File: src/rtl/mem_port_arbiter_pkg.sv
// Shared definitions for the unified-memory port arbiter.
//   state_e : access sequencer states
//   owner_e : which requester currently holds the memory port
//   BE_ALL  : byte enables for a full-word read
package mem_port_arbiter_pkg;

    typedef enum logic [1:0] {
        IDLE  = 2'd0,
        ISSUE = 2'd1,
        WAIT  = 2'd2,
        ACK   = 2'd3
    } state_e;

    typedef enum logic {
        OWN_I = 1'b0,
        OWN_D = 1'b1
    } owner_e;

    localparam logic [3:0] BE_ALL = 4'hF;

endpackage

File: src/rtl/mem_lat_counter.sv
// Loadable down-counter that times the fixed memory read latency.
//   Clk      : system clock, rising edge
//   Rst      : synchronous active-high reset, clears the count
//   load     : load load_val (has priority over dec)
//   load_val : value to load
//   dec      : decrement by one; holds at zero
//   zero     : count is zero
module mem_lat_counter #(
    parameter  int MEM_LAT = 2,
    localparam int CNT_W   = $clog2(MEM_LAT + 1)
) (
    input  logic             Clk,
    input  logic             Rst,
    input  logic             load,
    input  logic [CNT_W-1:0] load_val,
    input  logic             dec,
    output logic             zero
);

    logic [CNT_W-1:0] cnt_d, cnt_q;

    always_comb begin
        cnt_d = cnt_q;
        if (load) begin
            cnt_d = load_val;
        end else if (dec && (cnt_q != '0)) begin
            cnt_d = cnt_q - 1'b1;
        end
    end

    always_ff @(posedge Clk) begin
        if (Rst) begin
            cnt_q <= '0;
        end else begin
            cnt_q <= cnt_d;
        end
    end

    assign zero = (cnt_q == '0);

endmodule

File: src/rtl/mem_port_arbiter.sv
// Arbiter sharing the single-port unified memory between instruction fetch
// (I) and load/store (D). Each access runs IDLE -> ISSUE -> WAIT -> ACK;
// all outputs are registered.
//   Clk, Rst                    : clock, synchronous active-high reset
//   IReq/IAddr -> IAck/IRdata   : fetch handshake, read only
//   DReq/DWe/DAddr/DWdata/DBe
//              -> DAck/DRdata   : load/store handshake
//   MemEn/MemWe/MemAddr/MemWdata/MemBe -> memory, MemRdata <- memory
//
// state | meaning
// IDLE  | arbitrate, latch the winner's fields
// ISSUE | MemEn high for this cycle only, load latency counter
// WAIT  | count down; at zero capture MemRdata and raise owner's Ack
// ACK   | Ack visible; requests ignored since Req is still held
module mem_port_arbiter
    import mem_port_arbiter_pkg::*;
#(
    parameter int ADDR_W    = 32,
    parameter int DATA_W    = 32,
    parameter int MEM_LAT   = 2,
    parameter int MAX_D_RUN = 4
) (
    input  logic              Clk,
    input  logic              Rst,
    input  logic              IReq,
    input  logic [ADDR_W-1:0] IAddr,
    output logic              IAck,
    output logic [DATA_W-1:0] IRdata,
    input  logic              DReq,
    input  logic              DWe,
    input  logic [ADDR_W-1:0] DAddr,
    input  logic [DATA_W-1:0] DWdata,
    input  logic [3:0]        DBe,
    output logic              DAck,
    output logic [DATA_W-1:0] DRdata,
    output logic              MemEn,
    output logic              MemWe,
    output logic [ADDR_W-1:0] MemAddr,
    output logic [DATA_W-1:0] MemWdata,
    output logic [3:0]        MemBe,
    input  logic [DATA_W-1:0] MemRdata
);

    localparam int CNT_W = $clog2(MEM_LAT + 1);
    localparam int RUN_W = $clog2(MAX_D_RUN + 1);
    localparam logic [CNT_W-1:0] LAT_LOAD = CNT_W'(MEM_LAT - 1);
    localparam logic [RUN_W-1:0] RUN_MAX  = RUN_W'(MAX_D_RUN);

    if (DATA_W != 32) begin : g_bad_data_w
        $error("mem_port_arbiter: DATA_W must be 32");
    end
    if (MEM_LAT < 1 || MEM_LAT > 8) begin : g_bad_mem_lat
        $error("mem_port_arbiter: MEM_LAT must be 1..8");
    end
    if (MAX_D_RUN < 1 || MAX_D_RUN > 15) begin : g_bad_max_d_run
        $error("mem_port_arbiter: MAX_D_RUN must be 1..15");
    end

    state_e            state_d, state_q;
    owner_e            own_d, own_q;
    logic [RUN_W-1:0]  d_run_d, d_run_q;
    logic              mem_en_d, mem_en_q;
    logic              mem_we_d, mem_we_q;
    logic [ADDR_W-1:0] mem_addr_d, mem_addr_q;
    logic [DATA_W-1:0] mem_wdata_d, mem_wdata_q;
    logic [3:0]        mem_be_d, mem_be_q;
    logic              i_ack_d, i_ack_q;
    logic              d_ack_d, d_ack_q;
    logic [DATA_W-1:0] i_rdata_d, i_rdata_q;
    logic [DATA_W-1:0] d_rdata_d, d_rdata_q;

    logic cnt_load, cnt_dec, cnt_zero;
    logic d_wins;

    mem_lat_counter #(
        .MEM_LAT (MEM_LAT)
    ) u_lat_cnt (
        .Clk      (Clk),
        .Rst      (Rst),
        .load     (cnt_load),
        .load_val (LAT_LOAD),
        .dec      (cnt_dec),
        .zero     (cnt_zero)
    );

    // D is the older instruction and normally wins; after MAX_D_RUN
    // back-to-back D grants with a fetch waiting, the fetch gets one turn.
    assign d_wins = DReq && !(IReq && (d_run_q == RUN_MAX));

    always_comb begin
        state_d     = state_q;
        own_d       = own_q;
        d_run_d     = d_run_q;
        mem_en_d    = 1'b0;
        mem_we_d    = 1'b0;
        mem_addr_d  = mem_addr_q;
        mem_wdata_d = mem_wdata_q;
        mem_be_d    = mem_be_q;
        i_ack_d     = 1'b0;
        d_ack_d     = 1'b0;
        i_rdata_d   = i_rdata_q;
        d_rdata_d   = d_rdata_q;
        cnt_load    = 1'b0;
        cnt_dec     = 1'b0;

        case (state_q)
            IDLE: begin
                if (!IReq) begin
                    d_run_d = '0;
                end
                if (IReq || DReq) begin
                    state_d  = ISSUE;
                    mem_en_d = 1'b1;
                    if (d_wins) begin
                        own_d       = OWN_D;
                        mem_we_d    = DWe;
                        mem_addr_d  = DAddr;
                        mem_wdata_d = DWdata;
                        mem_be_d    = DWe ? DBe : BE_ALL;
                        if (IReq && (d_run_q != RUN_MAX)) begin
                            d_run_d = d_run_q + 1'b1;
                        end
                    end else begin
                        own_d      = OWN_I;
                        mem_addr_d = IAddr;
                        mem_be_d   = BE_ALL;
                        d_run_d    = '0;
                    end
                end
            end
            ISSUE: begin
                cnt_load = 1'b1;
                state_d  = WAIT;
            end
            WAIT: begin
                if (cnt_zero) begin
                    state_d = ACK;
                    if (own_q == OWN_I) begin
                        i_ack_d   = 1'b1;
                        i_rdata_d = MemRdata;
                    end else begin
                        d_ack_d   = 1'b1;
                        d_rdata_d = MemRdata;
                    end
                end else begin
                    cnt_dec = 1'b1;
                end
            end
            ACK: begin
                state_d = IDLE;
            end
            default: begin
                state_d = IDLE;
            end
        endcase
    end

    always_ff @(posedge Clk) begin
        if (Rst) begin
            state_q     <= IDLE;
            own_q       <= OWN_D;
            d_run_q     <= '0;
            mem_en_q    <= 1'b0;
            mem_we_q    <= 1'b0;
            mem_addr_q  <= '0;
            mem_wdata_q <= '0;
            mem_be_q    <= '0;
            i_ack_q     <= 1'b0;
            d_ack_q     <= 1'b0;
            i_rdata_q   <= '0;
            d_rdata_q   <= '0;
        end else begin
            state_q     <= state_d;
            own_q       <= own_d;
            d_run_q     <= d_run_d;
            mem_en_q    <= mem_en_d;
            mem_we_q    <= mem_we_d;
            mem_addr_q  <= mem_addr_d;
            mem_wdata_q <= mem_wdata_d;
            mem_be_q    <= mem_be_d;
            i_ack_q     <= i_ack_d;
            d_ack_q     <= d_ack_d;
            i_rdata_q   <= i_rdata_d;
            d_rdata_q   <= d_rdata_d;
        end
    end

    assign IAck     = i_ack_q;
    assign IRdata   = i_rdata_q;
    assign DAck     = d_ack_q;
    assign DRdata   = d_rdata_q;
    assign MemEn    = mem_en_q;
    assign MemWe    = mem_we_q;
    assign MemAddr  = mem_addr_q;
    assign MemWdata = mem_wdata_q;
    assign MemBe    = mem_be_q;

endmodule

File: config.mk
export PLATFORM = sky130hd
export DESIGN_NAME = mem_port_arbiter
export DESIGN_NICKNAME = d
export VERILOG_FILES = /design/src/rtl/mem_port_arbiter_pkg.sv /design/src/rtl/mem_lat_counter.sv /design/src/rtl/mem_port_arbiter.sv
export SDC_FILE = /design/constraint.sdc
export NUM_CORES = 1
export LEC_CHECK = 0
export ABC_CLOCK_PERIOD_IN_PS = 3800
export CELL_PAD_IN_SITES_DETAIL_PLACEMENT = 1
export CELL_PAD_IN_SITES_GLOBAL_PLACEMENT = 2
export CORE_ASPECT_RATIO = 1.25
export CORE_MARGIN = 1
export CORE_UTILIZATION = 24
export DETAILED_ROUTE_END_ITERATION = 6
export HOLD_SLACK_MARGIN = 0.03
export PLACE_DENSITY_LB_ADDON = 0.1
export REMOVE_ABC_BUFFERS = 1
export SETUP_SLACK_MARGIN = 0.1
export SYNTH_ARGS = -nofsm -noshare
export SYNTH_HDL_FRONTEND = slang
export SYNTH_SLANG_ARGS = --single-unit
File: constraint.sdc
create_clock -name Clk -period 3.8 [get_ports Clk]
set_input_delay 0.76 -clock Clk [delete_from_list [all_inputs] [get_ports Clk]]
set_output_delay 0.76 -clock Clk [all_outputs]
set_load 0.01 [all_outputs]
After elaboration in Yosys (flattened, before gate mapping). Cells that the tools add are included.

Flip-flop bits (word level): 144. Bits in latches: 0. Bits in writable memories: 0. Bits in read-only memories: 0. Input bits: 137. Output and inout bits: 136. Word-level logic and storage cells: 67. Memories: 0.

$add $sub $neg: 2. Multipliers: 0. Div/mod/pow operators: 0. $lt $le $gt $ge: 0. Equal/unequal tests: 7. Shifts and indexed selects: 0. Multiplexer cells: 19. Bitwise operators: 6. Reductions and logical operators: 19.

Operator list (count): 32-bit two-way mux (1); 3-bit two-way mux (4); 1-bit two-way mux (9); 3-bit AND reduction (3); 4-bit two-way mux (2); 2-bit case mux with 4 select lines (1); 1-bit NOT (6); 2-bit equality test (second input constant) (2); 1-bit logical AND (4); 2-bit logical NOT (2); 2-bit two-way mux (2); 2-bit inequality test (second input constant) (2); 2-bit AND reduction (2); 2-bit nonzero test (2); 2-bit OR reduction (2); 4-bit OR reduction (1); 3-bit by 1-bit adder with 3-bit output (second input constant) (1); 3-bit equality test (second input constant) (1); 3-bit inequality test (second input constant) (1); 3-bit OR reduction (1); 2-bit by 1-bit equality test with 1-bit output (second input constant) (1); 2-bit by 1-bit subtractor with 2-bit output (second input constant) (1); 1-bit logical NOT (1); 1-bit logical OR (1).

Logic depth before layout (Yosys ltp). Gate-level depths: netlist of the first run.

Depth after elaboration: 6. Depth in mapped cells: 7. Depth with buffers taken out: 5.

Cells and area by module. A second synthesis of the first run with hierarchy kept.

Cells, all modules: 695. Area total of the unflattened synthesis: 5726.7 um^2.

By module, submodules not included: mem_port_arbiter (instances 1, cells each 681, area an instance 5600.4 um^2); mem_lat_counter (instances 1, cells each 14, area an instance 126.4 um^2).

Worst setup path after synthesis of the first run. OpenSTA, ideal clock, no wires.

Kind: input to register. From: input Rst. To: register d_rdata_q[0], in the netlist DRdata[0]. Library setup time: 0.132 ns. Arrival: 1.517 ns. Slack: 2.151 ns. Cell stages on the path: 4. Path buffers: 3. Cell sequence: clkbuf_1 clkbuf_1 clkbuf_1 a21oi_1.

RTL lines: start, declared (RTL line mem_port_arbiter.sv:24) `input logic Rst,`; end signal, assigned (RTL line mem_port_arbiter.sv:184) `d_rdata_q <= d_rdata_d;`; end, declared (RTL line mem_port_arbiter.sv:70) `logic [DATA_W-1:0] d_rdata_d, d_rdata_q;`.

No word-level cell between the ends.

Worst setup path after layout of the first run.
From: input IReq. To: register mem_wdata_q[19], in the netlist MemWdata[19].

Word-level cells in the longest chain between the ends: 4. Elaborated cells on any way between the ends: 5. Those cells by class: 5 x reduce/logical.

RTL lines: start, declared (RTL line mem_port_arbiter.sv:25) `input logic IReq,`; 1-bit logical AND (RTL line mem_port_arbiter.sv:88) `assign d_wins = DReq && !(IReq && (d_run_q == RUN_MAX));`; 1-bit logical NOT (RTL line mem_port_arbiter.sv:88); 1-bit logical AND (RTL line mem_port_arbiter.sv:88); 3-bit AND reduction (no source line) *; end signal, assigned (RTL line mem_port_arbiter.sv:179) `mem_wdata_q <= mem_wdata_d;`; end, declared (RTL line mem_port_arbiter.sv:65) `logic [DATA_W-1:0] mem_wdata_d, mem_wdata_q;`.

Mark *: on every way between the ends. The rest lies on a longest branch, timed or not. A chain may end at the register's enable or synchronous reset.

==> out/summary.txt, run 1 <==
=================================================================================
Post-route cell area                                                     9220 µm²
Detailed-route vias per instance                                             4.86
Adder-Cell Fraction of Synth Area                                           1.53%
Hold Crit Depth                                                                 2
Fraction of final layout cells sized beyond drive strength 1                7.77%
Result of the run                                                    complete, no violations
CP Class                                                                in -> reg
Pin count of the biggest net entering global routing                           74
Total grt overflow                                                              0
EDFF count, synth                                                               0
Sequential cell fraction of total power                                     36.0%
XOR/XNOR Fraction of Synth Area                                            0.459%
Post-Synth Simple-Gate Area                                                 18.6%
Element type at the critical path start                                 input pin
Multi-input combinational cell area                                      2510 µm²
Number of vias after detailed routing                                        5971
Clock slew seen by the registers of the worst setup and hold paths          60 ps
Most common cell after layout, fill and taps aside                   sky130_fd_sc_hd__clkdlybuf4s50_1
Class of the worst hold path                                           reg -> reg
Maximum root-to-sink buffer count                                               2
Routability congestion estimate                                             0.766
Async set-reset flop share out of synthesis                                    0%
Remaining antenna violation count                                               0
Internal portion of total power                                           3.74 mW
P_sw                                                                      1.86 mW
Clock net sink count                                                          144
Smallest hold slack                                                        455 ps
Synthesized area per cell                                                8.33 µm²
Largest family of logic cells by synthesized area                    compound AO/OA/AOI/OAI gates
Fraction of the mapped netlist area in compound gates                       23.1%
Number of endpoints failing setup at the final stage                            0
Logic pwr share                                                             34.2%
Max-capacitance violation count                                                 0
Largest clock skew in the final design                                    9.06 ps
Width of the chip                                                          140 µm
Number of H-tree branching levels                                               4
Number of nets in the layout                                                 1071
WL per Instance                                                           18.0 µm
Power density over cell area                                           607 nW/µm²
Max Freq                                                                  393 MHz
Static leakage                                                            3.16 nW
Number of clock buffers inserted by TritonCTS                                  17
FF/Latch Area                                                            2880 µm²
Core Footprint                                                          23200 µm²
Number of standard cells in the layout, taps in and fillers out              1228
Post-route setup TNS                                                         0 ps
Overall die height                                                         175 µm
Initial detailed-routing violation count                                      283
Via count of the first global-routing pass                                   6369
Placed standard-cell area                                                8640 µm²
I/O pin count                                                                 273
Clock tree from TritonCTS                                                   built
Fraction of power spent switching nets                                      33.2%
Synthesis-to-layout area growth                                             61.0%
Placed cell count                                                            1196
Portion of the post-synthesis area used by sequential elements              50.3%
Max-Slew Margin vs Limit                                                    36.0%
Starting utilization of the core area                                       24.7%
Clock share of power                                                        29.8%
Antenna violations before repair                                                0
Primary flip-flop cell chosen by synthesis mapping                   sky130_fd_sc_hd__dfxtp_1
Required @ worst endpoint                                                 4140 ps
Slew of the pin with the lowest slew margin                                958 ps
Ratio of final minimum period to clock period                               67.0%
YS warnings                                                                     0
Root buffer cell                                                     sky130_fd_sc_hd__clkbuf_16
Type of element capturing the critical path                                  flop
Total of flip-flops plus latches after synthesis                              144
Yosys cell types                                                               32
Multiplexer area fraction after synthesis                                      0%
Final HPWL DP                                                             15.1 mm
Die ar.                                                                 24500 µm²
R2r worst-path depth                                                            6
Unrepaired setup endpoints after global routing                                no
Arrival time of the worst setup path                                      2880 ps
Global-route usage over all layers                                          18.1%
Buffers inserted by post-CTS timing repair                                      0
Drt first pass iters                                                            4
Final critical-path required period                                       2550 ps
CTS Hold Bufs                                                                   0
Total inserted antenna cells                                                    0
CTS resizes                                                                     0
Filler cell count                                                            2693
Row count                                                                      62
PortBufs                                                                      272
Utilization after layout                                                    39.8%
Biggest fanout along the worst timing path                                     33
Wire length of the first global-routing pass                              34.3 mm
Synthesized netlist cell count                                                688
Netlist Area Pre-Place                                                   5730 µm²
Count of endpoints failing hold in the final timing report                      0
Max Slew Vio Count                                                              0
Peak VDD IR                                                            0.000320 V
Post-detailed-route DRC marker count                                            0
Drt total wl                                                              22.0 mm
Top library cells by usage in the layout, fill and taps aside        sky130_fd_sc_hd__clkdlybuf4s50_1, sky130_fd_sc_hd__dfxtp_1, sky130_fd_sc_hd__nand2_1
Worst skew pair latency                                                    420 ps
=================================================================================
metrics by stage:
step	setup WS [ps]	total power [mW]
floorplan	1070	2.88
global route	1050	5.94
global placement	863	3.92
detailed placement	801	3.99
finish	1250	5.59
CTS	1260	5.70
flip-flops by register name, summed over array words and instances (netlist names):
register and count:
IRdata 32, MemWe 1, DAck 1, DRdata 32, MemEn 1, u_lat_cnt.cnt_q 2
MemWdata 32, MemBe 4, own_q 1, IAck 1, MemAddr 32, state_q 2
d_run_q 3
power groups by stage:
stage	registers (mW)	logic [mW]	clock network (mW)
floorplan	2.16	0.718	0
global placement	2.03	1.89	0
detailed placement	2.05	1.94	0
CTS	2.02	1.95	1.73
global route	2.06	2.09	1.80
finish	2.01	1.91	1.67
layer usage:
layer / up-vias / GRT usage (%) / part of all wire [%]
met4: 0 / 6.68 / 2.2
met3: 25 / 6.14 / 7.6
li1: 2860 / - / -
met5: - / 0 / 0
met2: 195 / 31.2 / 50
met1: 2891 / 20.5 / 41
cell usage after synthesis, types with 6 or more instances:
library cell	instances	area [µm²]
sky130_fd_sc_hd__a311oi_1	14	123
sky130_fd_sc_hd__ha_1	7	87.6
sky130_fd_sc_hd__nor2_1	39	146
sky130_fd_sc_hd__a21oi_1	100	500
sky130_fd_sc_hd__nand2_1	132	495
sky130_fd_sc_hd__a311oi_2	19	285
sky130_fd_sc_hd__inv_1	8	30.0
sky130_fd_sc_hd__nand3_1	68	340
sky130_fd_sc_hd__buf_4	6	45.0
sky130_fd_sc_hd__o21ai_1	27	135
sky130_fd_sc_hd__clkbuf_1	39	146
sky130_fd_sc_hd__dfxtp_1	144	2880
sky130_fd_sc_hd__buf_2	17	85.1
sky130_fd_sc_hd__o21ai_0	39	195
path summary, 6_finish.rpt:
check / endpoint / slack, ps / startpoint
hold / removal: DRdata[19]$_SDFFE_PP0P_ / 450 / DRdata[19]$_SDFFE_PP0P_
setup reg to reg: MemAddr[8]$_SDFFE_PP0P_ / 1570 / d_run_q[0]$_SDFFE_PP0N_
hold reg to reg: DRdata[19]$_SDFFE_PP0P_ / 450 / DRdata[19]$_SDFFE_PP0P_
setup / recovery: MemWdata[19]$_SDFFE_PP0P_ / 1250 / IReq
critical path, cell delays in order:
cell                              delay [ps]
sky130_fd_sc_hd__clkdlybuf4s50_1         610
sky130_fd_sc_hd__and3_2                  730
sky130_fd_sc_hd__buf_4                   440
sky130_fd_sc_hd__o21ai_0                 150
sky130_fd_sc_hd__a21oi_1                 190
area by class of cell:
| class | instances | share of cell area (%) |
|---|---|---|
| clock inverter | 14 | 1.57 |
| inverter | 8 | 0.326 |
| timing repair buffer | 286 | 30.9 |
| clock buffer | 18 | 4.76 |
| sequential | 144 | 31.3 |
| multi-input combinational | 470 | 27.3 |
| tap | 288 | 3.91 |
kinds of logic after synthesis:
kind of cell,count (synthesis)
DFF,144
adders and majority gates,7
and+or+nand+nor,251
xor gates and xnor gates,3
AOI/OAI and AO/OA,209
buffers and inverters,74
No activity file was read; power rests on OpenSTA's default activity.
==> run 2, diff against run 1 <==
--- a/config.mk
+++ b/config.mk
@@ -5,12 +5,12 @@
 export SDC_FILE = /design/constraint.sdc
 export NUM_CORES = 1
 export LEC_CHECK = 0
-export ABC_CLOCK_PERIOD_IN_PS = 3800
+export ABC_CLOCK_PERIOD_IN_PS = 2300
 export CELL_PAD_IN_SITES_DETAIL_PLACEMENT = 1
 export CELL_PAD_IN_SITES_GLOBAL_PLACEMENT = 2
 export CORE_ASPECT_RATIO = 1.25
 export CORE_MARGIN = 1
-export CORE_UTILIZATION = 24
+export CORE_UTILIZATION = 20
 export DETAILED_ROUTE_END_ITERATION = 6
 export HOLD_SLACK_MARGIN = 0.03
 export PLACE_DENSITY_LB_ADDON = 0.1
==> constraint.sdc (replaced) <==
create_clock -name Clk -period 2.3 [get_ports Clk]
set_input_delay 0.46 -clock Clk [delete_from_list [all_inputs] [get_ports Clk]]
set_output_delay 0.46 -clock Clk [all_outputs]
set_load 0.01 [all_outputs]
==> run 2 against run 1 <==
Sequential share of layout area decreased by 0.83 points. Final cell count increased by 5.6%. Register-to-register slack got worse by 1100 ps. Non-clock buffer count increased by 7. Design area increased by 2.7%. Via count decreased by 2.9%. Flip-flop and latch count unchanged. Critical path type is now reg -> reg. Critical endpoint is now MemAddr[6]$_SDFFE_PP0P_.
==> out/summary.txt, run 2 (synthesis gave the netlist of run 1 again) <==
=================================================================================
Type of element capturing the critical path                                  flop
Root buffer cell                                                     sky130_fd_sc_hd__clkbuf_16
Detailed-route vias per instance                                             4.47   -8.0%
Max-Slew Margin vs Limit                                                    71.1%   +35 points
Post-detailed-route DRC marker count                                            0   unchanged
Slew of the pin with the lowest slew margin                                429 ps   -529 ps
Internal portion of total power                                           6.59 mW   +76%
Number of nets in the layout                                                 1078   +0.65%
Wire length of the first global-routing pass                              34.9 mm   +1.9%
Row count                                                                      68   +9.7%
Cells along the critical path                                        inv_1 > ha_1 > o21a_2 > buf_4 > nor2_1 > a311oi_1
Largest incremental delay on the critical path                             420 ps   -310 ps
Required @ worst endpoint                                                 2630 ps   -1510 ps
Largest clock skew in the final design                                    7.57 ps   -1.49 ps
Most common cell after layout, fill and taps aside                   sky130_fd_sc_hd__clkdlybuf4s50_1
Antenna violations before repair                                                0   unchanged
Number of H-tree branching levels                                               4   unchanged
Overall die height                                                         191 µm   +9.4%
Synthesis-to-layout area growth                                             65.3%
WL per Instance                                                           17.5 µm   -2.4%
I/O pin count                                                                 273   unchanged
Buffers inserted by post-CTS timing repair                                      0   unchanged
Ratio of final minimum period to clock period                               79.8%
Setup slack at placement                                                   102 ps   -700 ps
Fraction of final layout cells sized beyond drive strength 1                8.24%   +0.47 points
Smallest hold slack                                                        428 ps   -27.1 ps
Core Footprint                                                          27900 µm²   +20%
Sequential cell fraction of total power                                     34.6%   -1.4 points
Drt total wl                                                              22.7 mm   +3.1%
Arrival time of the worst setup path                                      2160 ps   -720 ps
Global-route usage over all layers                                          15.6%   -2.5 points
Max-capacitance violation count                                                 0   unchanged
Via count of the first global-routing pass                                   6107   -4.1%
Result of the run                                                    complete, no violations
Maximum root-to-sink buffer count                                               2   unchanged
Starting utilization of the core area                                       20.5%   -4.2 points
Logic pwr share                                                             33.5%   -0.7 points
Initial detailed-routing violation count                                      160   -43%
Max Freq                                                                  545 MHz
Final critical-path required period                                       1840 ps
Die ar.                                                                 29300 µm²   +20%
Fraction of power spent switching nets                                      31.3%   -2.0 points
Number of clock buffers inserted by TritonCTS                                  17   unchanged
Total grt overflow                                                              0   unchanged
Unrepaired setup endpoints after global routing                                no
Filler cell count                                                            3221   +20%
Worst skew pair latency                                                    420 ps   about the same
Width of the chip                                                          153 µm   +9.4%
Number of endpoints failing setup at the final stage                            0   unchanged
PortBufs                                                                      272   unchanged
Count of endpoints failing hold in the final timing report                      0   unchanged
P_sw                                                                      3.00 mW   +61%
Class of the worst hold path                                            in -> reg
Final HPWL DP                                                             15.4 mm   +1.7%
Clock slew seen by the registers of the worst setup and hold paths          60 ps   about the same
Power density over cell area                                          1010 nW/µm²   +67%
Element type at the critical path start                                      flop
Clock net sink count                                                          144   unchanged
CTS resizes                                                                     0   unchanged
Drt first pass iters                                                            5   +1
Top library cells by usage in the layout, fill and taps aside        sky130_fd_sc_hd__clkdlybuf4s50_1, sky130_fd_sc_hd__dfxtp_1, sky130_fd_sc_hd__nand2_1
CTS Hold Bufs                                                                   0   unchanged
Multi-input combinational cell area                                      2510 µm²   unchanged
Total inserted antenna cells                                                    0   unchanged
Pin count of the biggest net entering global routing                           49   -34%
Clock tree from TritonCTS                                                   built
Routability congestion estimate                                             0.701   -8.5%
Remaining antenna violation count                                               0   unchanged
CP Class                                                               reg -> reg
Peak VDD IR                                                            0.000452 V   +41%
Number of vias after detailed routing                                        5799   -2.9%
Slowest library cell on the worst path                               sky130_fd_sc_hd__ha_1
Final worst setup slack                                                    465 ps   -790 ps
Biggest fanout along the worst timing path                                     26   -21%
Clock share of power                                                        31.9%   +2.1 points
Post-route cell area                                                     9470 µm²   +2.7%
FF/Latch Area                                                            2880 µm²   unchanged
Static leakage                                                            3.25 nW   +2.7%
Placed standard-cell area                                                8830 µm²   +2.2%
Max Slew Vio Count                                                              0   unchanged
=================================================================================
## run 2: cell count changes in the layout (fill, tap and decap cells not counted), sizes merged
cell      before  now
clkbuf        18   23
bufinv         1    4
inv           16    8
clkinvlp       3    2
clkinv         2    3
buf           15   22
## run 2: metal layers
| layer | wire length [µm] | track usage (%) | vias to the layer above |
|---|---|---|---|
| met4 | 354 | 5.19 | 0 |
| met2 | 11200 | 26.9 | 174 |
| met5 | 0 | 0 | - |
| li1 | - | - | 2868 |
| met3 | 1500 | 5.26 | 21 |
| met1 | 9710 | 18.0 | 2736 |
## run 2: worst paths after layout
| kind | startpoint | to | slack [ps] | cells past startpoint |
|---|---|---|---|---|
| max | state_q[1]$_SDFFE_PP0P_ | MemAddr[6]$_SDFFE_PP0P_ | 460 | 6 |
| max reg2reg | state_q[1]$_SDFFE_PP0P_ | MemAddr[6]$_SDFFE_PP0P_ | 460 | 6 |
| min reg2reg | DRdata[7]$_SDFFE_PP0P_ | DRdata[7]$_SDFFE_PP0P_ | 450 | 2 |
| min | Rst | MemWdata[26]$_SDFFE_PP0P_ | 430 | 2 |
## run 2: per-stage QoR
stage	instances	TNS [ps]	util (%)	total power [mW]
finish	1297	0	33.9	9.58
global route	1297	0	33.9	10.1
CTS	1297	0	33.9	9.78
detailed placement	1265	0	31.6	6.64
global placement	1265	0	31.6	6.62
floorplan	622	-11420	-	4.75
## run 2: layout make-up
type                    instances  area share (%)
inverters                       8           0.317
well taps                     350            4.62
multi-input cells             470            26.5
clock buffers                  23            5.15
flip-flops and latches        144            30.4
repair buffers                293            31.3
clock inverters                 9            1.62
## run 2: power groups by stage
| stage | Sequential (mW) | Clock (mW) | Combinational [mW] |
|---|---|---|---|
| after floorplan | 3.57 | 0 | 1.19 |
| after global placement | 3.37 | 0 | 3.25 |
| after detailed placement | 3.37 | 0 | 3.27 |
| after CTS | 3.33 | 3.17 | 3.28 |
| after global routing | 3.39 | 3.27 | 3.50 |
| final | 3.32 | 3.06 | 3.21 |
## run 2: worst max-delay path, delay by kind of cell (launching register included)
kind	cells	cell delay (ps)
AOI/OAI and AO/OA	2	510
buffers and inverters	2	420
adders and majority gates	1	420
DFF	1	310
and+or+nand+nor	1	70
==> run 3, diff against run 2 <==
--- a/config.mk
+++ b/config.mk
@@ -5,7 +5,7 @@
 export SDC_FILE = /design/constraint.sdc
 export NUM_CORES = 1
 export LEC_CHECK = 0
-export ABC_CLOCK_PERIOD_IN_PS = 2300
+export ABC_CLOCK_PERIOD_IN_PS = 1600
 export CELL_PAD_IN_SITES_DETAIL_PLACEMENT = 1
 export CELL_PAD_IN_SITES_GLOBAL_PLACEMENT = 2
 export CORE_ASPECT_RATIO = 1.25
==> constraint.sdc (replaced) <==
create_clock -name Clk -period 1.6 [get_ports Clk]
set_input_delay 0.32 -clock Clk [delete_from_list [all_inputs] [get_ports Clk]]
set_output_delay 0.32 -clock Clk [all_outputs]
set_load 0.01 [all_outputs]
==> run 3 against run 2 <==
Via count rose by 2.5%. Highest routed layer unchanged. Die area did not move. Hold slack got worse by 230 ps.
==> out/summary.txt, run 3 (synthesis gave the netlist of run 1 again) <==
=================================================================================
Result of the run                                                    complete, no violations
Post-detailed-route DRC marker count                                            0   unchanged
Number of H-tree branching levels                                               4   unchanged
Number of vias after detailed routing                                        5943   +2.5%
Fraction of power spent switching nets                                      32.5%   +1.2 points
P_sw                                                                      4.44 mW   +48%
Utilization after layout                                                    35.1%   +1.1 points
Number of clock buffers inserted by TritonCTS                                  17   unchanged
Row count                                                                      68   unchanged
Clock slew seen by the registers of the worst setup and hold paths          60 ps   about the same
Max Freq                                                                  683 MHz   +25%
Pin count of the biggest net entering global routing                           45   -8.2%
Buffers inserted by post-CTS timing repair                                      0   unchanged
Root buffer cell                                                     sky130_fd_sc_hd__clkbuf_16
Peak VDD IR                                                            0.000587 V   +30%
Top library cells by usage in the layout, fill and taps aside        sky130_fd_sc_hd__dfxtp_1, sky130_fd_sc_hd__dlygate4sd2_1, sky130_fd_sc_hd__clkdlybuf4s50_1
Routability congestion estimate                                             0.713   +1.7%
Clock tree from TritonCTS                                                   built
Antenna violations before repair                                                1   +1
Arrival time of the worst setup path                                      1800 ps   -360 ps
PortBufs                                                                      272   unchanged
Drt first pass iters                                                            4   -1
Largest clock skew in the final design                                    5.78 ps   -1.79 ps
Ratio of final minimum period to clock period                               91.5%   +12 points
Starting utilization of the core area                                       20.5%   unchanged
Clock net sink count                                                          144   unchanged
Logic pwr share                                                             34.5%   +1.0 points
Max-Slew Margin vs Limit                                                    77.7%   +6.6 points
Remaining antenna violation count                                               0   unchanged
Required @ worst endpoint                                                 1940 ps   -690 ps
I/O pin count                                                                 273   unchanged
Final HPWL DP                                                             15.9 mm   +3.6%
Detailed-route vias per instance                                             4.49   +0.32%
Element type at the critical path start                                      flop
Global-route usage over all layers                                          15.9%   +0.35 points
Final critical-path required period                                       1460 ps   -371 ps
Initial detailed-routing violation count                                      169   +5.6%
Biggest fanout along the worst timing path                                     12   -54%
Max-capacitance violation count                                                 0   unchanged
Type of element capturing the critical path                                  flop
Core Footprint                                                          27900 µm²   unchanged
Worst skew pair latency                                                    420 ps   about the same
Die ar.                                                                 29300 µm²   unchanged
Sequential cell fraction of total power                                     34.8%   +0.2 points
FF/Latch Area                                                            2890 µm²   +0.17%
Placed cell count                                                            1287   +1.7%
Wire length of the first global-routing pass                              35.9 mm   +2.9%
Most common cell after layout, fill and taps aside                   sky130_fd_sc_hd__dfxtp_1
Unrepaired setup endpoints after global routing                               yes
Via count of the first global-routing pass                                   6323   +3.5%
Multi-input combinational cell area                                      2600 µm²   +3.5%
Static leakage                                                            4.03 nW   +24%
Max Slew Vio Count                                                              0   unchanged
Number of nets in the layout                                                 1105   +2.5%
Width of the chip                                                          153 µm   unchanged
CP Class                                                               reg -> reg
CTS Hold Bufs                                                                   0   unchanged
Filler cell count                                                            3260   +1.2%
Power density over cell area                                          1400 nW/µm²   +38%
Maximum root-to-sink buffer count                                               2   unchanged
Clock share of power                                                        30.7%   -1.2 points
Synthesis-to-layout area growth                                             70.8%
Internal portion of total power                                           9.22 mW   +40%
WL per Instance                                                           17.7 µm   +0.79%
Number of standard cells in the layout, taps in and fillers out              1325   +2.2%
Total grt overflow                                                              0   unchanged
Number of endpoints failing setup at the final stage                            0   unchanged
Fraction of final layout cells sized beyond drive strength 1                12.8%   +4.6 points
Count of endpoints failing hold in the final timing report                      0   unchanged
Overall die height                                                         191 µm   unchanged
Drt total wl                                                              23.4 mm   +3.0%
Slew of the pin with the lowest slew margin                                334 ps   -94.8 ps
Class of the worst hold path                                            in -> reg
=================================================================================
==> run 3: power groups by stage <==
stage	Clock (mW)	Sequential (mW)	Combinational, mW
floorplan	0	5.12	1.70
global placement	0	4.84	4.95
detailed placement	0	4.84	5.00
CTS	4.35	4.75	4.72
global route	4.49	4.86	5.18
finish	4.19	4.76	4.71
==> run 3: layout make-up <==
class	count	share of cell area [%]
antenna	1	0.0256
clock buffer	22	4.85
clock inverter	10	1.37
inverter	8	0.307
multi-input combinational	470	26.6
sequential	144	29.5
tap	350	4.48
timing repair buffer	320	32.9
==> run 3: final timing paths <==
| path | slack (ps) | startpoint | to | cells after the start |
|---|---|---|---|---|
| worst max-delay path | 140 | d_run_q[1]$_SDFFE_PP0N_ | MemAddr[31]$_SDFFE_PP0P_ | 6 |
| worst min-delay path | 200 | Rst | state_q[1]$_SDFFE_PP0P_ | 2 |
| worst max register to register | 140 | d_run_q[1]$_SDFFE_PP0N_ | MemAddr[31]$_SDFFE_PP0P_ | 6 |
| worst min register to register | 450 | DRdata[18]$_SDFFE_PP0P_ | DRdata[18]$_SDFFE_PP0P_ | 2 |
==> run 3: stage by stage <==
stage	TNS [ps]	hold slack, ps	power (mW)	area, µm²	worst slack [ps]
5_1_grt	0	194	14.5	9790	63.3
2_1_floorplan	-60000	388	6.83	5420	-1050
3_5_place_dp	-15510	447	9.84	9110	-271
4_1_cts	0	194	13.8	9610	105
6_report	0	197	13.7	9790	136
3_3_place_gp	-12450	441	9.79	9110	-202
==> run 3: critical path, stage by stage, from the launching register on <==
cell and delay (ps):
sky130_fd_sc_hd__dfxtp_2 320, sky130_fd_sc_hd__inv_2 60, sky130_fd_sc_hd__ha_4 160, sky130_fd_sc_hd__and3_4 300, sky130_fd_sc_hd__clkbuf_16 210, sky130_fd_sc_hd__o21ai_1 80, sky130_fd_sc_hd__a311oi_2 240
==> run 3: metal layers <==
| layer | GRT usage [%] | wire length (µm) |
|---|---|---|
| met1 | 17.6 | 9870 |
| met2 | 28.0 | 11600 |
| met3 | 5.64 | 1520 |
| met4 | 5.96 | 394 |
| met5 | 0 | 0 |
==> run 3: timing repair <==
action,4_1_cts,5_1_grt
pin swaps,0,16
resized for setup,144,46
gates cloned,1,4
setup endpoints to repair,205,123
